==> config.mk <==
export PLATFORM = sky130hd
export DESIGN_NAME = memoria32_arbiter
export DESIGN_NICKNAME = d
export VERILOG_FILES = /design/src/rtl/memoria32_arbiter.sv
export SDC_FILE = /design/constraint.sdc
export NUM_CORES = 1
export LEC_CHECK = 0
export ABC_CLOCK_PERIOD_IN_PS = 1900
export BUFFER_PORTS_ARGS = -buffer_cell sky130_fd_sc_hd__buf_2
export CORE_ASPECT_RATIO = 0.6
export CORE_MARGIN = 2
export CORE_UTILIZATION = 47
export CTS_CLUSTER_SIZE = 12
export DETAILED_ROUTE_END_ITERATION = 8
export PLACE_DENSITY = 0.77
export SETUP_SLACK_MARGIN = 0.2
export SYNTH_ARGS = -nofsm -noshare
export SYNTH_HDL_FRONTEND = slang
export SYNTH_SLANG_ARGS = --single-unit
==> constraint.sdc <==
create_clock -name Clk -period 1.9 [get_ports Clk]
set_input_delay 0.095 -clock Clk [delete_from_list [all_inputs] [get_ports Clk]]
set_output_delay 0.095 -clock Clk [all_outputs]
set_load 0.005 [all_outputs]
==> src/rtl/memoria32_arbiter.sv <==
// Program-memory arbiter: serialises CPU fetch reads and debug reads/writes onto the
// dual-port memory pins, with a bounded debug-priority streak so fetch cannot starve.
module memoria32_arbiter #(
    parameter int ADDR_W         = 11,
    parameter int DATA_W         = 32,
    parameter int DBG_MAX_STREAK = 4
) (
    input  logic              Clk,
    input  logic              Reset_n,
    input  logic              cpu_halt,
    input  logic              f_req,
    input  logic [ADDR_W-1:0] f_addr,
    output logic              f_gnt,
    output logic              f_rvalid,
    output logic [DATA_W-1:0] f_rdata,
    input  logic              d_req,
    input  logic              d_we,
    input  logic              d_pair,
    input  logic [ADDR_W-1:0] d_addr,
    input  logic [DATA_W-1:0] d_wdata0,
    input  logic [DATA_W-1:0] d_wdata1,
    output logic              d_gnt,
    output logic              d_rvalid,
    output logic [DATA_W-1:0] d_rdata,
    output logic [ADDR_W-1:0] mem_addr1,
    output logic [ADDR_W-1:0] mem_addr2,
    output logic [DATA_W-1:0] mem_wdata1,
    output logic [DATA_W-1:0] mem_wdata2,
    output logic              mem_web1,
    output logic              mem_web2,
    output logic              mem_halt,
    input  logic [DATA_W-1:0] mem_rdata
);

    localparam int STREAK_W = $clog2(DBG_MAX_STREAK + 1);
    localparam logic [STREAK_W-1:0] STREAK_MAX  = STREAK_W'(DBG_MAX_STREAK);
    localparam logic [STREAK_W-1:0] STREAK_ONE  = STREAK_W'(1);
    localparam logic [STREAK_W-1:0] STREAK_ZERO = STREAK_W'(0);
    localparam logic [ADDR_W-1:0]   ADDR_ONE    = ADDR_W'(1);

    typedef enum logic [1:0] {
        ST_IDLE   = 2'd0,
        ST_ACCESS = 2'd1,
        ST_RESP   = 2'd2
    } state_t;

    state_t              state_r, state_s;
    logic [STREAK_W-1:0] streak_r, streak_s;
    logic                op_read_r, op_read_s;
    logic                rd_fetch_r, rd_fetch_s;
    logic                fetch_elig_s, force_fetch_s;

    logic                f_gnt_r, f_gnt_s, d_gnt_r, d_gnt_s;
    logic                f_rvalid_r, f_rvalid_s, d_rvalid_r, d_rvalid_s;
    logic                halt_r, halt_s, web1_r, web1_s, web2_r, web2_s;
    logic [ADDR_W-1:0]   addr1_r, addr1_s, addr2_r, addr2_s;
    logic [DATA_W-1:0]   wdata1_r, wdata1_s, wdata2_r, wdata2_s;
    logic [DATA_W-1:0]   f_rdata_r, f_rdata_s, d_rdata_r, d_rdata_s;

    assign fetch_elig_s  = f_req & ~cpu_halt;
    assign force_fetch_s = fetch_elig_s & (streak_r == STREAK_MAX);

    // Next-state, streak and next-output decode; every output register is loaded from here.
    always_comb begin
        state_s    = state_r;
        streak_s   = streak_r;
        op_read_s  = op_read_r;
        rd_fetch_s = rd_fetch_r;
        f_gnt_s    = 1'b0;
        d_gnt_s    = 1'b0;
        f_rvalid_s = 1'b0;
        d_rvalid_s = 1'b0;
        halt_s     = 1'b1;
        web1_s     = 1'b1;
        web2_s     = 1'b1;
        addr1_s    = addr1_r;
        addr2_s    = addr2_r;
        wdata1_s   = wdata1_r;
        wdata2_s   = wdata2_r;
        f_rdata_s  = f_rdata_r;
        d_rdata_s  = d_rdata_r;
        case (state_r)
            ST_IDLE: begin
                if (d_req && !force_fetch_s) begin
                    state_s    = ST_ACCESS;
                    d_gnt_s    = 1'b1;
                    halt_s     = 1'b0;
                    addr1_s    = d_addr;
                    rd_fetch_s = 1'b0;
                    op_read_s  = ~d_we;
                    if (d_we) begin
                        web1_s   = 1'b0;
                        wdata1_s = d_wdata0;
                        if (d_pair) begin
                            web2_s   = 1'b0;
                            addr2_s  = d_addr + ADDR_ONE;
                            wdata2_s = d_wdata1;
                        end else begin
                            web2_s = 1'b1;
                        end
                    end else begin
                        web1_s = 1'b1;
                    end
                    // Only debug wins that actually delay a waiting fetch count toward the limit.
                    if (fetch_elig_s) begin
                        streak_s = (streak_r == STREAK_MAX) ? streak_r : streak_r + STREAK_ONE;
                    end else begin
                        streak_s = STREAK_ZERO;
                    end
                end else if (fetch_elig_s) begin
                    state_s    = ST_ACCESS;
                    f_gnt_s    = 1'b1;
                    halt_s     = 1'b0;
                    addr1_s    = f_addr;
                    rd_fetch_s = 1'b1;
                    op_read_s  = 1'b1;
                    streak_s   = STREAK_ZERO;
                end else begin
                    streak_s = STREAK_ZERO;
                end
            end
            ST_ACCESS: begin
                if (op_read_r) begin
                    state_s = ST_RESP;
                end else begin
                    state_s = ST_IDLE;
                end
            end
            ST_RESP: begin
                state_s = ST_IDLE;
                if (rd_fetch_r) begin
                    f_rvalid_s = 1'b1;
                    f_rdata_s  = mem_rdata;
                end else begin
                    d_rvalid_s = 1'b1;
                    d_rdata_s  = mem_rdata;
                end
            end
            default: begin
                state_s = ST_IDLE;
            end
        endcase
    end

    // FSM and arbitration bookkeeping registers.
    always_ff @(posedge Clk or negedge Reset_n) begin
        if (!Reset_n) begin
            state_r    <= ST_IDLE;
            streak_r   <= STREAK_ZERO;
            op_read_r  <= 1'b0;
            rd_fetch_r <= 1'b0;
        end else begin
            state_r    <= state_s;
            streak_r   <= streak_s;
            op_read_r  <= op_read_s;
            rd_fetch_r <= rd_fetch_s;
        end
    end

    // Registered memory pins and requester responses.
    always_ff @(posedge Clk or negedge Reset_n) begin
        if (!Reset_n) begin
            f_gnt_r    <= 1'b0;
            d_gnt_r    <= 1'b0;
            f_rvalid_r <= 1'b0;
            d_rvalid_r <= 1'b0;
            halt_r     <= 1'b1;
            web1_r     <= 1'b1;
            web2_r     <= 1'b1;
            addr1_r    <= {ADDR_W{1'b0}};
            addr2_r    <= {ADDR_W{1'b0}};
            wdata1_r   <= {DATA_W{1'b0}};
            wdata2_r   <= {DATA_W{1'b0}};
            f_rdata_r  <= {DATA_W{1'b0}};
            d_rdata_r  <= {DATA_W{1'b0}};
        end else begin
            f_gnt_r    <= f_gnt_s;
            d_gnt_r    <= d_gnt_s;
            f_rvalid_r <= f_rvalid_s;
            d_rvalid_r <= d_rvalid_s;
            halt_r     <= halt_s;
            web1_r     <= web1_s;
            web2_r     <= web2_s;
            addr1_r    <= addr1_s;
            addr2_r    <= addr2_s;
            wdata1_r   <= wdata1_s;
            wdata2_r   <= wdata2_s;
            f_rdata_r  <= f_rdata_s;
            d_rdata_r  <= d_rdata_s;
        end
    end

    assign f_gnt      = f_gnt_r;
    assign d_gnt      = d_gnt_r;
    assign f_rvalid   = f_rvalid_r;
    assign d_rvalid   = d_rvalid_r;
    assign f_rdata    = f_rdata_r;
    assign d_rdata    = d_rdata_r;
    assign mem_halt   = halt_r;
    assign mem_web1   = web1_r;
    assign mem_web2   = web2_r;
    assign mem_addr1  = addr1_r;
    assign mem_addr2  = addr2_r;
    assign mem_wdata1 = wdata1_r;
    assign mem_wdata2 = wdata2_r;

endmodule

## After elaboration in Yosys (flattened, before gate mapping)

Cells that the tools add are included.

- Register bits: 164
- Bits of input ports: 125
- Word-level logic and storage cells: 70

- Add/subtract/negate cells: 2
- Equality and inequality tests: 5
- Multiplexer cells: 31
- Bitwise logic cells: 5
- Reduce and logical (&&, ||, !) cells: 10

Operator list:

| operator | count |
|---|---|
| 2-to-1 mux 1 bit | 22 |
| 2-to-1 mux 11 bit | 2 |
| adder 11 x 1 -> 11 bit (second input constant) | 1 |
| 2-to-1 mux 3 bit | 3 |
| AND reduction 2 bit | 4 |
| 2-to-1 mux 2 bit | 3 |
| inequality test 3 bit (second input constant) | 2 |
| case mux 2 bit (2 select lines) | 1 |
| AND reduction 4 bit | 1 |
| adder 3 x 1 -> 3 bit (second input constant) | 1 |
| == test 3 bit (second input constant) | 1 |
| inverter 1 bit | 3 |
| AND reduction 3 bit | 1 |
| bitwise AND 1 bit | 2 |
| == test 2 x 1 -> 1 bit (second input constant) | 1 |
| == test 2 bit (second input constant) | 1 |
| zero test 2 bit | 1 |
| nonzero test 2 bit | 1 |
| logical AND 1 bit | 1 |
| zero test 1 bit | 1 |

## Logic depth before layout (Yosys ltp)

Gate-level depths: netlist of run 1.

- Depth after elaboration: 7
- Mapped depth: 7
- Gate-level depth less buffers: 6

## Worst setup path after synthesis of run 1

No wires, ideal clock.

- Path kind: reg-to-reg
- From: register streak_r[0]
- To: register wdata1_r[10], in the netlist mem_wdata1[10]
- Setup time: 0.125 ns
- Arrival: 1.472 ns
- Required time: 1.775 ns
- Path slack: 0.303 ns
- Cell stages (with the launch flop): 7
- Buffers on the path: 1
- Clock period less this slack: 1.597 ns
- Cell sequence: dfrtp_1 > inv_1 > ha_1 > nand4b_1 > nand3_2 > buf_6 > mux2_2

- Longest elaborated chain between the ends: 5

Ends and longest elaborated chain:

| item | line | RTL |
|---|---|---|
| from (decl) | 48 | `logic [STREAK_W-1:0] streak_r, streak_s;` |
| from (signal assigned) | 154 | `streak_r <= streak_s;` |
| == test 3 bit | 61 | `assign force_fetch_s = fetch_elig_s & (streak_r == STREAK_MAX);` |
| bitwise AND 1 bit | 61 |  |
| zero test 1 bit | 84 | `if (d_req && !force_fetch_s) begin` |
| logical AND 1 bit | 84 |  |
| AND reduction 3 bit (no line) | -- |  |
| to (signal assigned) | 172 | `wdata1_r <= {DATA_W{1'b0}};` |
| to (signal assigned) | 186 | `wdata1_r <= wdata1_s;` |
| to (decl) | 57 | `logic [DATA_W-1:0] wdata1_r, wdata1_s, wdata2_r, wdata2_s;` |

No other way between the ends.
A chain may end at the register's enable or synchronous reset.

## Worst setup path in the final report of run 1

- From: register streak_r[1]
- To: register wdata2_r[19], in the netlist mem_wdata2[19]

- Longest elaborated chain between the ends: 5

Ends and longest elaborated chain:

| item | line | RTL |
|---|---|---|
| == test 3 bit | 61 |  |
| bitwise AND 1 bit | 61 |  |
| zero test 1 bit | 84 |  |
| logical AND 1 bit | 84 |  |
| AND reduction 4 bit (no line) | -- |  |
| to (signal assigned) | 173 | `wdata2_r <= {DATA_W{1'b0}};` |
| to (signal assigned) | 187 | `wdata2_r <= wdata2_s;` |
| to (decl) | 57 |  |

No other way between the ends.

==> impl_metrics.csv, run 1 <==
group,metric,value,unit
setup_path,critical_path.cell_chain,"inv_2 > ha_1 > nand4b_1 > nand4_4 > buf_6 > buf_4 > buf_12 > mux2_2",
synthesis,ys_warn_count,0,
grt,grt_pass1_wl,28.7,mm
sta,setup_viol,0,
synthesis,synth_top_cell_area_share,0.629,
detailed_routing,num_vias,5422,
setup_path,rr_endpoint,"mem_wdata2[19]",
grt,grt_use_total,0.254,
synthesis,synth_cells,491,
sta,fin_setup_tns,0,ns
final_layout,area_growth,54.7,%
worst_hold_path,min-delay-start,"f_addr[8]",
power_and_ir_drop,ir_drop,739,uV
die,die_w,155,um
setup_path,startpoint_type,"register",
setup_path,path_class,"register to register",
final_layout,final_util,0.759,
clock_tree,clk_pin_slew,0.06,ns
grt,grt_overflow,0,
detailed_routing,ant_nets,0,
place,placed_cell_area,8000,um2
clock_tree,clockBufferDepth,2,
setup_path,reg2reg_slack,0.10,ns
synthesis,synth_seq_cells,164,
clock_tree,cts_made_buffers,17,
detailed_routing,drt_first_pass_iters,5,
detailed_routing,routedWlPerCell,18.2,um
die,rows,32,
worst_hold_path,holdPathEnd,"mem_addr1[8]",
synthesis,synth_nets,619,
die,core,13100,um2
sta,clock_skew,0.0113,ns
synthesis,synth_cell_types,33,
detailed_routing,drc,0,
sta,hold_viol,0,
die,die-area,14600,um2
die,design.portCount,282,
detailed_routing,vias_per_cell,5.02,
clock_tree,cts_sinks,164,
sta,drv_slew,0,
sta,rsz0062_at_grt,"yes",
setup_path,cpLargestDelayFamily,"buffers and inverters",
place,place_worst_setup_slack,0.0637,ns
setup_path,r2r_cells,8,
final_layout,n_antenna_cell,0,
power_and_ir_drop,p_leak,4.98,nW
setup_path,endpoint_kind,"register",
grt,grt_max_degree,69,
clock_tree,h-tree-depth,4,
sta,period_needed,1.80,ns
synthesis,yosysSeqAreaShare,0.641,
clock_tree,clock_latency,0.41,ns
detailed_routing,wl,19.7,mm
power_and_ir_drop,power.density,1480,nW/um2
setup_path,r2r-start,"streak_r[1]",
setup_path,path_buf_inv,4,
place,routabilityCongestion,0.841,
setup_path,cp_slowest_cell,"dfrtp_1",
place,dp_hpwl,11.9,mm
setup_path,arrival,2.08,ns
setup_path,cp_data_required_time,2.18,ns
detailed_routing,dr.first_iter.drc_count,269,
sta,fin_crit_sh,0.946,
place,place.port_buffers,281,
clock_tree,cts-root-buf,"clkbuf_16",
die,start_util,0.491,
clock_tree,cts_tree,"yes",
sta,max_slew_margin,0.703,
grt,antenna_found_initial,0,
synthesis,synth.avg_cell_area,13.0,um2
final_layout,nNetsFinal,1026,
flow_run,maxCapViolCount,0,
grt,grt_pass1_vias,5579,
final_layout,final_area,9910,um2
sta,max_freq,0.557,GHz
die,die_height,94.4,um
worst_hold_path,hold_class,"input pin to register",
worst_hold_path,whs_path_depth,3,
setup_path,crit_path_max_fanout,7,
final_layout,drive_gt1_frac,0.492,
setup_path,crit_path_max_incr_delay,0.39,ns
outcome,outcome,"finished clean",
final_layout,n_fill_cell,811,
synthesis,synth.largest_area_cell,"dfrtp_1",
synthesis,synth_area_leaders,"dfrtp_1, mux2_2, nand2_1, mux2i_1, o21ai_0",
sta,worst_pin_slew,0.446,ns
sta,worst_slack,0.103,ns
synthesis,syn_area,6400,um2
==> what timing repair did <==
| action | in CTS | in global routing |
|---|---|---|
| gates cloned | 3 | 6 |
| hold buffers | 104 | 0 |
| setup buffers | 4 | 4 |
| pin swaps | 2 | 1 |
| gates resized for setup | 6 | 17 |
| setup endpoints to repair | 91 | 94 |
| hold endpoints to repair | 181 | 0 |
==> worst reg2reg max path: stages, from the launching register on <==
cell and delay, ns:
dfrtp_1 0.39, inv_2 0.07, ha_1 0.13, nand4b_1 0.18, nand4_4 0.18, buf_6 0.14
buf_4 0.11, buf_12 0.12, mux2_2 0.35
==> per-stage QoR <==
stage / power [mW] / hold WS [ns] / std cells
after floorplan: 8.37 / -0.201 / 491
after CTS: 14.4 / 0.00851 / 1071
after detailed placement: 10.9 / 0.0625 / 928
after global placement: 10.6 / 0.0507 / 928
final: 14.7 / 0.00724 / 1081
after global routing: 15.5 / 0.0161 / 1081
==> layer usage <==
metal	GRT usage	vias up	wire (um)
met5	0	-	0
met4	0.0802	0	221
met3	0.0629	22	1150
met2	0.457	228	10200
met1	0.306	2700	8140
li1	-	2472	-
==> final cells by class <==
cell class | count | area [um2] | area share
Sequential cell | 164 | 4110 | 0.415
Timing Repair Buffer | 407 | 2830 | 0.285
Multi-Input combinational cell | 301 | 2160 | 0.218
Clock buffer | 19 | 433 | 0.0437
Tap cell | 170 | 213 | 0.0215
Clock inverter | 13 | 124 | 0.0125
Inverter | 4 | 22.5 | 0.00227
Timing Repair inverter | 3 | 22.5 | 0.00227
==> synth_stat cells <==
| master | instances |
|---|---|
| buf_2 | 8 |
| nand3_1 | 6 |
| mux2i_1 | 12 |
| o21ai_0 | 22 |
| nand3b_1 | 1 |
| and2_0 | 1 |
| mux2_2 | 96 |
| nor2b_1 | 1 |
| buf_4 | 3 |
| nand2_1 | 125 |
| o21ai_1 | 1 |
| xnor2_1 | 6 |
| ha_1 | 3 |
| clkbuf_1 | 4 |
| inv_1 | 4 |
| o22ai_1 | 1 |
| mux2_1 | 1 |
| dfstp_2 | 3 |
| and3_1 | 2 |
| and2_1 | 1 |
| buf_6 | 7 |
| nor2_1 | 8 |
| nand4_1 | 1 |
| nand4_4 | 1 |
| nor2_4 | 1 |
| or2_2 | 1 |
| o21a_1 | 2 |
| nor3b_4 | 1 |
| xor2_1 | 3 |
| nand4b_1 | 1 |
| nor3_1 | 2 |
| dfrtp_1 | 161 |
| nand3_2 | 1 |
==> report_power, final <==
group / internal [mW] / switching [mW] / total (mW)
registers: 5.21 / 0.962 / 6.17
logic: 2.82 / 2.43 / 5.25
clock network: 1.83 / 1.43 / 3.26
==> logic make-up after synthesis <==
group / count (synthesis) / share of synthesized area
AOI/OAI and AO/OA: 26 / 0.0213
and+or+nand+nor: 154 / 0.103
adders and majority gates: 3 / 0.00586
DFF: 164 / 0.641
buffers and inverters: 26 / 0.0268
muxes: 109 / 0.189
xor gates and xnor gates: 9 / 0.0123
==> worst max path at each step <==
stage / from / endpoint / slack, ns / depth (start not counted)
after floorplan: streak_r[0] / mem_wdata1[10] / 0.30 / 6
after global placement: state_r[0] / f_rdata[31] / 0.18 / 4
after detailed placement: state_r[0] / f_rdata[23] / 0.06 / 4
after CTS: streak_r[1] / mem_wdata1[7] / 0.20 / 7
after global routing: streak_r[1] / mem_wdata1[26] / 0.07 / 7
final: streak_r[1] / mem_wdata2[19] / 0.10 / 8
==> flip-flops by register name (all words and copies together), names as in the netlist <==
| signal | cells |
|---|---|
| state_r | 2 |
| f_gnt | 1 |
| mem_wdata2 | 32 |
| mem_addr2 | 11 |
| f_rdata | 32 |
| op_read_r | 1 |
| rd_fetch_r | 1 |
| mem_halt | 1 |
| d_rvalid | 1 |
| d_gnt | 1 |
| mem_web2 | 1 |
| mem_addr1 | 11 |
| streak_r | 3 |
| f_rvalid | 1 |
| mem_wdata1 | 32 |
| mem_web1 | 1 |
| d_rdata | 32 |
==> cell usage in the layout, fill, tap and decap left out, drive strengths merged <==
| master | count |
|---|---|
| nand3 | 7 |
| inv | 7 |
| o21ai | 23 |
| nand2 | 125 |
| xor2 | 3 |
| dfrtp | 161 |
| nor3 | 2 |
| mux2i | 12 |
| nand4b | 1 |
| nand3b | 1 |
| and2 | 2 |
| nor3b | 1 |
| or2 | 1 |
| o21a | 2 |
| bufinv | 1 |
| dlygate4sd3 | 104 |
| xnor2 | 6 |
| mux2 | 97 |
| and3 | 2 |
| bufbuf | 1 |
| clkbuf | 22 |
| ha | 3 |
| nor2b | 1 |
| nor2 | 9 |
| clkinvlp | 8 |
| o22ai | 1 |
| clkinv | 4 |
| dfstp | 3 |
| nand4 | 2 |
| buf | 299 |
(Power assumes the default switching activity.)
==> inputs of run 2 (changes only) <==
--- a/config.mk
+++ b/config.mk
@@ -7,12 +7,14 @@
 export LEC_CHECK = 0
 export ABC_CLOCK_PERIOD_IN_PS = 1900
 export BUFFER_PORTS_ARGS = -buffer_cell sky130_fd_sc_hd__buf_2
+export CELL_PAD_IN_SITES_DETAIL_PLACEMENT = 0
+export CELL_PAD_IN_SITES_GLOBAL_PLACEMENT = 1
 export CORE_ASPECT_RATIO = 0.6
 export CORE_MARGIN = 2
-export CORE_UTILIZATION = 47
+export CORE_UTILIZATION = 36
 export CTS_CLUSTER_SIZE = 12
 export DETAILED_ROUTE_END_ITERATION = 8
-export PLACE_DENSITY = 0.77
+export PLACE_DENSITY_LB_ADDON = 0.1
 export SETUP_SLACK_MARGIN = 0.2
 export SYNTH_ARGS = -nofsm -noshare
 export SYNTH_HDL_FRONTEND = slang
==> run 2 against run 1 <==
Effect of this change: routed wire length shrank 8.0%; flip-flop and latch count is the same; design area grew 0.66%; non-clock buffer count grew 2; worst hold slack lost 0.0070 ns; count of clock-buffer cells in the layout grew 2; clock power grew 2%; combinational power shrank 3.8%; via count shrank 3.7%; setup slack gained 0.16 ns; largest cell class unchanged.
==> impl_metrics.csv, run 2 (same netlist as run 1, synthesis figures left out) <==
group,metric,value,unit
detailed_routing,top_layer,"met4",
grt,grt_use_total,0.188,
final_layout,layout_common_cells,"buf_2, dfrtp_1, nand2_1",
setup_path,arrival,1.94,ns
sta,fin_setup_tns,0,ns
clock_tree,cts_sinks,164,
sta,max_slew_margin,0.678,
worst_hold_path,hold_class,"input pin to register",
final_layout,final_cell_count_no_fill,1144,
grt,grt_pass1_vias,5295,
place,dp_cells,996,
die,core,17300,um2
detailed_routing,routedWlPerCell,15.8,um
die,die_height,107,um
detailed_routing,num_vias,5221,
place,routabilityCongestion,0.813,
die,die_w,176,um
clock_tree,cts-root-buf,"clkbuf_16",
outcome,outcome,"finished clean",
clock_tree,clockBufferDepth,2,
setup_path,startpoint_type,"register",
final_layout,n_antenna_cell,0,
detailed_routing,vias_per_cell,4.56,
sta,setup_viol,0,
final_layout,multiInputGateArea,2130,um2
detailed_routing,m1WireLength,8.15,mm
power_and_ir_drop,ir_drop,682,uV
clock_tree,cts_tree,"yes",
clock_tree,h-tree-depth,4,
detailed_routing,drt_first_pass_iters,4,
detailed_routing,drc,0,
final_layout,area_growth,55.7,%
sta,fin_crit_sh,0.864,
setup_path,endpoint_kind,"register",
flow_run,maxCapViolCount,0,
sta,clock_skew,0.0119,ns
clock_tree,clk_pin_slew,0.06,ns
sta,max_freq,0.609,GHz
power_and_ir_drop,p_leak,4.98,nW
final_layout,drive_gt1_frac,0.480,
die,design.portCount,282,
place,place.port_buffers,281,
final_layout,regArea,4110,um2
grt,grt_pass1_wl,27.4,mm
sta,hold_viol,0,
place,dp_hpwl,12.2,mm
power_and_ir_drop,power.density,1450,nW/um2
clock_tree,clock_latency,0.42,ns
sta,drv_slew,0,
detailed_routing,met2WireLength,8.29,mm
die,die-area,18900,um2
setup_path,cp_data_required_time,2.20,ns
sta,rsz0062_at_grt,"yes",
setup_path,path_class,"register to register",
final_layout,final_common_cell,"buf_2",
detailed_routing,wl_met3,1.33,mm
sta,period_needed,1.64,ns
final_layout,n_fill_cell,1447,
final_layout,nNetsFinal,1027,
grt,grt_overflow,0,
detailed_routing,wl,18.1,mm
clock_tree,cts_made_buffers,17,
sta,worst_pin_slew,0.484,ns
grt,antenna_found_initial,0,
die,start_util,0.371,
detailed_routing,dr.first_iter.drc_count,255,
die,rows,37,
setup_path,crit_path_max_fanout,13,
grt,grt_max_degree,57,
detailed_routing,ant_nets,0,
run 2: cell types whose count changed in the layout (fill, tap and decap cells not counted), moves of 2 or more:
cell,change
inv_6,-2
o21ai_0,-3
clkinvlp_4,-2
inv_1,+2
mux2i_1,+2
clkinv_2,-2
o21ai_1,+3
mux2i_2,-2
dlygate4sd3_1,+5
buf_4,-3
clkbuf_8,+3
run 2: power by group:
part	internal (mW)	switching (mW)
Combinational	2.79	2.26
Clock	1.91	1.42
Sequential	5.21	0.874
run 2: cell type report:
cell class	count	area share
flip-flops and latches	164	0.412
clock buffers	21	0.0472
repair inverters	2	0.00151
multi-input cells	301	0.214
repair buffers	409	0.285
inverters	4	0.00188
clock inverters	9	0.00966
well taps	234	0.0294
run 2: final timing paths:
path / slack (ns) / to / start / cells after the start
setup / recovery: 0.26 / mem_wdata2[14] / streak_r[0] / 7
hold / removal: 0.0002 / mem_addr2[6] / d_addr[6] / 3
setup reg to reg: 0.26 / mem_wdata2[14] / streak_r[0] / 7
hold reg to reg: 0.47 / f_rdata[11] / f_rdata[11] / 2
max in group asynchronous: 0.93 / mem_addr1[10] / Reset_n / 3
min in group asynchronous: 0.19 / d_rdata[3] / Reset_n / 2
run 2: critical path: stages, from the launching register on:
cell and delay (ns):
dfrtp_1 0.38, inv_1 0.06, ha_1 0.19, nand4b_1 0.10
buf_6 0.13, nand4_4 0.16, clkbuf_16 0.24, mux2_2 0.27
run 2: timing repair:
item	CTS	global route
setup buffers	1	1
pin swaps	1	1
gates cloned	1	6
endpoints found under the hold margin	185	0
endpoints found under the setup margin	76	86
hold buffers	109	0
gates resized for setup	4	14
run 2: layer usage:
layer / vias to the layer above / track usage
met3: 25 / 0.0607
li1: 2458 / -
met5: - / 0
met1: 2557 / 0.245
met4: 0 / 0.0649
met2: 181 / 0.296
run 2: stage by stage:
| step | hold slack [ns] | util | total power, mW | instance area [um2] | setup WS, ns |
|---|---|---|---|---|---|
| 6_report | 0.000232 | 0.578 | 14.5 | 9970 | 0.258 |
| 5_1_grt | 0.0145 | 0.578 | 15.4 | 9970 | 0.154 |
| 4_1_cts | 0.000212 | 0.569 | 14.5 | 9830 | 0.208 |
| 3_5_place_dp | 0.0764 | 0.470 | 10.9 | 8120 | 0.155 |
| 3_3_place_gp | 0.0670 | 0.470 | 10.7 | 8120 | 0.181 |
| 2_1_floorplan | -0.201 | - | 8.37 | 6400 | 0.303 |
==> inputs of run 3 (changes only) <==
--- a/config.mk
+++ b/config.mk
@@ -15,6 +15,7 @@
 export CTS_CLUSTER_SIZE = 12
 export DETAILED_ROUTE_END_ITERATION = 8
 export PLACE_DENSITY_LB_ADDON = 0.1
+export RECOVER_POWER = 100
 export SETUP_SLACK_MARGIN = 0.2
 export SYNTH_ARGS = -nofsm -noshare
 export SYNTH_HDL_FRONTEND = slang
==> run 3 against run 2 <==
Effect of this change: fmax fell by 2.9%; the flow now finishes with violations (hold timing); clock power about the same; global-route usage unchanged; combinational power down 6.1%; critical path depth stayed put; sequential share of layout area is 0.78 points higher; die area unchanged; flip-flop and latch count is the same; sequential power about the same; via count is 0.23% lower; critical path type unchanged.
==> impl_metrics.csv, run 3 (same netlist as run 1, synthesis figures left out) <==
group,metric,value,unit
setup_path,startpoint_type,"register",
detailed_routing,drt_first_pass_iters,4,
flow_run,maxCapViolCount,0,
worst_hold_path,hold_class,"input pin to register",
setup_path,crit_path_max_fanout,6,
detailed_routing,num_vias,5209,
final_layout,final_util,0.567,
setup_path,arrival,1.99,ns
power_and_ir_drop,ir_drop,681,uV
grt,grt_overflow,0,
final_layout,area_growth,52.8,%
sta,fin_hold_ws,-0.00388,ns
final_layout,nNetsFinal,1027,
grt,antenna_found_initial,0,
final_layout,drive_gt1_frac,0.370,
clock_tree,h-tree-depth,4,
sta,max_freq,0.591,GHz
grt,grt_pass1_vias,5295,
sta,rsz0062_at_grt,"yes",
clock_tree,clock_latency,0.42,ns
detailed_routing,drc,0,
final_layout,n_antenna_cell,0,
sta,fin_crit_sh,0.890,
sta,worst_pin_slew,0.911,ns
outcome,violations,"hold timing",
die,die_w,176,um
die,die_height,107,um
setup_path,endpoint_kind,"register",
die,design.portCount,282,
final_layout,final_common_cell,"buf_2",
worst_hold_path,whs_path_depth,3,
detailed_routing,ant_nets,0,
setup_path,cp_slowest_cell,"dfrtp_1",
setup_path,rr_endpoint,"mem_wdata1[12]",
sta,period_needed,1.69,ns
outcome,outcome,"finished with violations",
setup_path,crit_path_max_incr_delay,0.40,ns
sta,clock_skew,0.0136,ns
detailed_routing,vias_per_cell,4.55,
grt,grt_max_degree,57,
die,die-area,18900,um2
power_and_ir_drop,power.density,1450,nW/um2
setup_path,r2r_cells,7,
clock_tree,clockBufferDepth,2,
place,place.port_buffers,281,
die,core,17300,um2
sta,max_slew_margin,0.392,
sta,fin_setup_tns,0,ns
sta,hold_viol,1,
sta,setup_viol,0,
power_and_ir_drop,p_leak,4.66,nW
detailed_routing,wl,18.1,mm
clock_tree,cts-root-buf,"clkbuf_16",
die,start_util,0.371,
die,rows,37,
grt,grt_pass1_wl,27.4,mm
place,dp_hpwl,12.2,mm
setup_path,critical_path.cell_chain,"inv_1 > ha_1 > nand4b_1 > buf_6 > nand3_4 > clkbuf_2 > mux2_2",
clock_tree,cts_tree,"yes",
setup_path,cp_data_required_time,2.20,ns
setup_path,path_class,"register to register",
setup_path,r2r-start,"streak_r[0]",
clock_tree,cts_made_buffers,17,
sta,drv_slew,0,
clock_tree,clk_pin_slew,0.06,ns
grt,grt_use_total,0.188,
detailed_routing,routedWlPerCell,15.8,um
clock_tree,cts_sinks,164,
worst_hold_path,min-delay-start,"d_addr[6]",
detailed_routing,dr.first_iter.drc_count,269,
setup_path,reg2reg_slack,0.21,ns
worst_hold_path,holdPathEnd,"mem_addr2[6]",
place,routabilityCongestion,0.813,
final_layout,layout_common_cells,"buf_2, dfrtp_1, nand2_1",
## run 3: changes by cell type in the layout (fill, tap and decap cells not counted), moves of 2 or more
cell,delta
buf_12,-2
buf_2,-98
buf_4,-2
clkbuf_1,+97
clkbuf_2,+4
o21ai_0,+3
o21ai_1,-3
## run 3: stage by stage
step	instances	cell area [um2]	setup WS [ns]	power (mW)
after floorplan	491	6400	0.303	8.37
after global placement	996	8120	0.181	10.7
after detailed placement	996	8120	0.155	10.9
after CTS	1137	9830	0.208	14.5
after global routing	1144	9790	0.0922	15.1
final	1144	9790	0.209	14.2
## run 3: routing by layer
layer / wire length (um) / GRT usage / vias up / share of wire
li1: - / - / 2456 / -
met5: 0 / 0 / - / 0
met3: 1410 / 0.0607 / 23 / 0.078
met1: 8010 / 0.245 / 2547 / 0.44
met2: 8390 / 0.296 / 183 / 0.46
met4: 274 / 0.0649 / 0 / 0.015
## run 3: what timing repair did
item	CTS	global route
endpoints found under the setup margin	76	86
cloned	1	6
hold endpoints to repair	185	0
hold buffers	109	0
pin swaps	1	1
setup buffers	1	1
gates resized for setup	4	14
## run 3: worst max path at each step
stage / start / endpoint / depth (start not counted) / slack, ns
6_report: streak_r[0] / mem_wdata1[12] / 7 / 0.21
5_1_grt: streak_r[0] / mem_wdata1[4] / 7 / 0.09
4_1_cts: streak_r[0] / mem_addr1[7] / 7 / 0.21
3_5_place_dp: streak_r[0] / mem_wdata1[24] / 6 / 0.15
3_3_place_gp: streak_r[0] / mem_wdata2[3] / 6 / 0.18
2_1_floorplan: streak_r[0] / mem_wdata1[10] / 6 / 0.30
## run 3: layout make-up
type,instances,area [um2]
Inverter,4,18.8
Clock buffer,21,470
Sequential cell,164,4110
Multi-Input combinational cell,301,2120
Clock inverter,9,96.3
Fill cell,1495,7480
Timing Repair Buffer,409,2660
Tap cell,234,293
Timing Repair inverter,2,15.0
## run 3: worst max-delay path, delay by kind of cell (launching register included)
family	cells	cell delay [ns]
simple gates	2	0.23
flops	1	0.40
mux	1	0.35
buf+inv	3	0.45
fa+ha+maj	1	0.14
## run 3: where the power goes
part	internal (mW)	leakage, nW	switching (mW)
Sequential	5.21	1.98	0.896
Clock	1.91	0.269	1.42
Combinational	2.48	2.41	2.26
